`config.mk`:
```
export PLATFORM = sky130hd
export DESIGN_NAME = slbi_arb_flat
export DESIGN_NICKNAME = d
export VERILOG_FILES = /design/src/rtl/slbi_arb_if.sv /design/src/rtl/slbi_arb.sv /design/src/flat_wrapper.sv
export SDC_FILE = /design/constraint.sdc
export NUM_CORES = 1
export LEC_CHECK = 0
export ABC_CLOCK_PERIOD_IN_PS = 3100
export CORE_ASPECT_RATIO = 0.9
export CORE_UTILIZATION = 30
export DETAILED_ROUTE_END_ITERATION = 8
export SYNTH_ARGS = -nofsm -noshare
export SYNTH_HDL_FRONTEND = slang
export SYNTH_SLANG_ARGS = --single-unit
```
`constraint.sdc`:
```
create_clock -name clk -period 3.1 [get_ports clk]
set_input_delay 0.62 -clock clk [delete_from_list [all_inputs] [get_ports clk]]
set_output_delay 0.62 -clock clk [all_outputs]
set_load 0.02 [all_outputs]
```
`src/rtl/slbi_arb_if.sv`:
```
// Bundle of requester and shared-slbi-unit signals around slbi_arb.
// slave is the arbiter side, master is the requester/unit side.
interface slbi_arb_if #(parameter int WIDTH = 16);
  logic             req0, req1;
  logic [WIDTH-1:0] in1_0, in1_1;
  logic [7:0]       imm0, imm1;
  logic [WIDTH-1:0] slbi_in1, slbi_in2, slbi_out;
  logic             gnt0, gnt1, done0, done1;
  logic [WIDTH-1:0] result;
  logic             busy;

  modport slave (
    input  req0, in1_0, imm0, req1, in1_1, imm1, slbi_out,
    output slbi_in1, slbi_in2, gnt0, gnt1, done0, done1, result, busy
  );

  modport master (
    output req0, in1_0, imm0, req1, in1_1, imm1, slbi_out,
    input  slbi_in1, slbi_in2, gnt0, gnt1, done0, done1, result, busy
  );
endinterface

```
`src/rtl/slbi_arb.sv`:
```
// Two-requester round-robin arbiter for one shared combinational slbi unit.
// Fixed three-cycle turn: sample in IDLE, drive unit in ISSUE, pulse done in RESP.
module slbi_arb #(
  parameter int WIDTH = 16
) (
  input  logic       clk,
  input  logic       rst,
  slbi_arb_if.slave  bus
);
  typedef enum logic [1:0] {IDLE, ISSUE, RESP} state_t;

  state_t           r_state, w_next;
  logic             r_owner, r_last;
  logic [WIDTH-1:0] r_op1, r_result;
  logic [7:0]       r_imm;
  logic             w_any, w_win;

  // Both requesting: the one not served last wins; otherwise the lone requester.
  always_comb begin
    w_any = bus.req0 | bus.req1;
    w_win = (bus.req0 & bus.req1) ? ~r_last : bus.req1;
  end

  always_ff @(posedge clk or negedge rst) begin
    if (!rst) r_state <= IDLE;
    else      r_state <= w_next;
  end

  always_comb begin
    w_next = r_state;
    case (r_state)
      IDLE:    if (w_any) w_next = ISSUE;
      ISSUE:   w_next = RESP;
      RESP:    w_next = IDLE;
      default: w_next = IDLE;
    endcase
  end

  always_ff @(posedge clk or negedge rst) begin
    if (!rst) begin
      r_owner  <= 1'b0;
      r_last   <= 1'b1;
      r_op1    <= '0;
      r_imm    <= '0;
      r_result <= '0;
    end else begin
      case (r_state)
        IDLE: if (w_any) begin
          r_owner <= w_win;
          r_op1   <= w_win ? bus.in1_1 : bus.in1_0;
          r_imm   <= w_win ? bus.imm1  : bus.imm0;
        end
        ISSUE:   r_result <= bus.slbi_out;
        RESP:    r_last   <= r_owner;
        default: ;
      endcase
    end
  end

  always_comb begin
    bus.slbi_in1 = (r_state == ISSUE) ? r_op1 : '0;
    bus.slbi_in2 = (r_state == ISSUE) ? {{(WIDTH-8){1'b0}}, r_imm} : '0;
    bus.gnt0     = (r_state == ISSUE) & ~r_owner;
    bus.gnt1     = (r_state == ISSUE) &  r_owner;
    bus.done0    = (r_state == RESP)  & ~r_owner;
    bus.done1    = (r_state == RESP)  &  r_owner;
    bus.result   = r_result;
    bus.busy     = (r_state != IDLE);
  end
endmodule

```
`src/flat_wrapper.sv`:
```
// flat-port wrapper written by rule: the top's interface ports become plain ports
module slbi_arb_flat 
#(
  parameter int WIDTH = 16
)
  (clk, rst, bus_req0, bus_in1_0, bus_imm0, bus_req1, bus_in1_1, bus_imm1, bus_slbi_out, bus_slbi_in1, bus_slbi_in2, bus_gnt0, bus_gnt1, bus_done0, bus_done1, bus_result, bus_busy);
  slbi_arb_if #(.WIDTH(WIDTH)) bus_i ();
  input  logic clk;
  input  logic rst;
  input wire logic [$bits(bus_i.req0)-1:0] bus_req0;
  input wire logic [$bits(bus_i.in1_0)-1:0] bus_in1_0;
  input wire logic [$bits(bus_i.imm0)-1:0] bus_imm0;
  input wire logic [$bits(bus_i.req1)-1:0] bus_req1;
  input wire logic [$bits(bus_i.in1_1)-1:0] bus_in1_1;
  input wire logic [$bits(bus_i.imm1)-1:0] bus_imm1;
  input wire logic [$bits(bus_i.slbi_out)-1:0] bus_slbi_out;
  output wire logic [$bits(bus_i.slbi_in1)-1:0] bus_slbi_in1;
  output wire logic [$bits(bus_i.slbi_in2)-1:0] bus_slbi_in2;
  output wire logic [$bits(bus_i.gnt0)-1:0] bus_gnt0;
  output wire logic [$bits(bus_i.gnt1)-1:0] bus_gnt1;
  output wire logic [$bits(bus_i.done0)-1:0] bus_done0;
  output wire logic [$bits(bus_i.done1)-1:0] bus_done1;
  output wire logic [$bits(bus_i.result)-1:0] bus_result;
  output wire logic [$bits(bus_i.busy)-1:0] bus_busy;
  assign bus_i.req0 = bus_req0;
  assign bus_i.in1_0 = bus_in1_0;
  assign bus_i.imm0 = bus_imm0;
  assign bus_i.req1 = bus_req1;
  assign bus_i.in1_1 = bus_in1_1;
  assign bus_i.imm1 = bus_imm1;
  assign bus_i.slbi_out = bus_slbi_out;
  assign bus_slbi_in1 = bus_i.slbi_in1;
  assign bus_slbi_in2 = bus_i.slbi_in2;
  assign bus_gnt0 = bus_i.gnt0;
  assign bus_gnt1 = bus_i.gnt1;
  assign bus_done0 = bus_i.done0;
  assign bus_done1 = bus_i.done1;
  assign bus_result = bus_i.result;
  assign bus_busy = bus_i.busy;
  slbi_arb #(.WIDTH(WIDTH)) u_core (.clk(clk), .rst(rst), .bus(bus_i));
endmodule
```
==> reports/metrics.cfg <==
[detailed_routing]
ant_nets=0
drt-initial-drc-count=36
drc=0
finalWirelength_mm=4.86
vias=1570
routed_via_density=4.22
dr.pass1.iters=3
wire_per_inst_um=13.1

[timing]
worst_pin_slew_ns=0.981
rsz0062_at_grt=no
post-route-min-period_ns=2.67
period_share_pct=86.0
finalSetupTns_ns=0
hold_viol_final=0
holdWs_ns=0.491
fin_worst_skew_ns=0.00413
fmax_mhz=375
maxSlewHeadroom_pct=34.6
slew_viol_final=0
final-setup-viol-count=0

[clock_tree]
clock_sinks=44
cts_resized=0
cts_tree=yes
cts_hold_buf=0
cts_buffers=5
cts.path.max_buffers=2
cts_root_buffer=clkbuf_8
cts_setup_buffers=0
clk_pin_slew_worst_paths_ns=0.08
clock_latency_ns=0.29
h-tree-depth=2

[synth]
syn_avg_cell_area_um2=14.4
syn_area_um2=2370
ys_ff_latch=44
synth.distinct_cells=20
synthCells=164
yosys_warnings=0
seq_area_frac_synth_pct=46.5

[pwr]
p_per_area_nw_per_um2=913
leakagePower_nw=1.57
irDropWorstVdd_mv=0.312

[worst_setup_path]
slowest_delay_ns=0.62
worst_path_dominant_cell_family=simple AND/OR/NAND/NOR gates
cp-start-kind=flip-flop
cp.depth=3
critical_path_required_ns=2.48
critical_path.slowest_cell=clkdlybuf4s50_1
reg2reg_to=u_core.r_op1[9]
cp-end-kind=primary output
crit_chain=nor2b_4 -> and2_1 -> clkdlybuf4s50_1
critPathKind=flip-flop to primary output
worst-path-buf-inv=1
worstPathArrival_ns=2.05
cp_max_fo=32
r2r_setup_slack_ns=1.28
r2r_cells=3
r2r-start=u_core.r_state[1]

[cells_and_area]
final_cell_area_um2=3610
final_util_pct=47.7
finalNetCount=343
drive_gt1_share_pct=28.6
area_growth_pct=52.6
n_antenna_cell=0

[global_routing]
grt_antenna_before_repair=0
grt_pass1_wl_mm=7.78
grt_max_degree=45
grt_overflow=0
grtUsageTotal_pct=12.3
grt_pass1_vias=1669

[placed_design]
placed_cell_area_um2=3510
hpwl_mm=3.45
io_buffer_count=112
gp_congestion=0.682

[floorplan]
die_h_um=86.3
io-pin-count=121
start_util_pct=31.2
die_area_um2=8250
core_area_um2=7580
rows=30
dieWidth_um=95.7

[outcome]
status=completed

[worst_hold_path]
hp-class=input pin to async pin

[job]
cap_violations=0

[worst register-to-register path, stage by stage, from the launching register on]
cell     delay, ns
dfrtp_1       0.42
or2_2         0.37
nor2_8        0.51
mux2_2        0.41
[registers in the layout, summed over array words and instances, names as in the netlist]
register and flops:
u_core.r_op1 16, u_core.r_imm 8, u_core.r_last 1, u_core.r_owner 1
u_core.r_state 2, u_core.bus.result 16
[cell type report]
class                   count  area [um^2]
clock buffers               6         72.6
clock inverters             2         35.0
fillers                   697         3970
inverters                   1         3.75
multi-input cells         108         1140
flip-flops and latches     44         1100
well taps                  96          120
repair buffers            115         1140
[cell families (layout without fill, tap and decap cells)]
family / after synthesis / count (layout) / synth area share (%)
muxes: 65 / 65 / 36.9
other: 1 / 8 / 0.158
buffers and inverters: 19 / 124 / 6.71
DFF: 44 / 44 / 46.5
AOI/OAI and AO/OA: 2 / 2 / 0.740
and+or+nand+nor: 33 / 33 / 8.98
[layout by cell type, fill, tap and decap left out, types with 3 or more instances in the layout]
cell type        instances
clkdlybuf4s50_1        111
mux2_4                  38
mux2_2                  26
clkbuf_8                 5
conb_1                   8
and2_1                  26
dfrtp_1                 43
nor2_1                   3
buf_4                    3
[where the power goes]
part	total [mW]	internal [mW]	switching, mW
clock	0.424	0.239	0.185
combinational	1.86	1.07	0.789
sequential	1.01	0.874	0.141
[Yosys cell counts, drive strengths merged]
library cell | count | area (um^2)
nand2b | 1 | 6.26
nor2 | 4 | 31.3
mux2 | 64 | 863
or2 | 1 | 6.26
and2 | 26 | 163
clkbuf | 3 | 11.3
conb | 1 | 3.75
dfstp | 1 | 26.3
a21bo | 1 | 10.0
inv | 1 | 3.75
dfrtp | 43 | 1080
a21o | 1 | 7.51
nor2b | 1 | 6.26
mux2i | 1 | 10.0
buf | 15 | 144
[metal layers]
metal / track usage, % / up-vias / routed length [um] / part of all wire [%]
met5: 0 / - / 0 / 0
met4: 3.26 / 0 / 33 / 0.68
met3: 3.86 / 5 / 456 / 9.4
met2: 20.4 / 70 / 2210 / 46
met1: 15.4 / 737 / 2160 / 44
li1: - / 758 / - / -
[worst max path at each step]
stage / startpoint / to / slack (ns)
CTS: u_core.r_state[1] / bus_slbi_in2[4] / 0.35
detailed placement: bus_req1 / u_core.r_op1[9] / 0.67
global route: u_core.r_state[1] / bus_slbi_in2[0] / 0.25
global placement: u_core.r_state[1] / bus_slbi_in1[15] / 0.69
finish: u_core.r_state[1] / bus_slbi_in1[15] / 0.43
floorplan: u_core.r_state[1] / bus_slbi_in1[10] / 1.33
[stage by stage]
stage,power [mW],setup WS (ns),instances
floorplan,2.21,1.33,171
global placement,2.90,0.691,364
detailed placement,2.92,0.674,364
CTS,3.36,0.350,372
global route,3.51,0.245,372
finish,3.30,0.435,372
No activity file was read; power rests on OpenSTA's default activity.
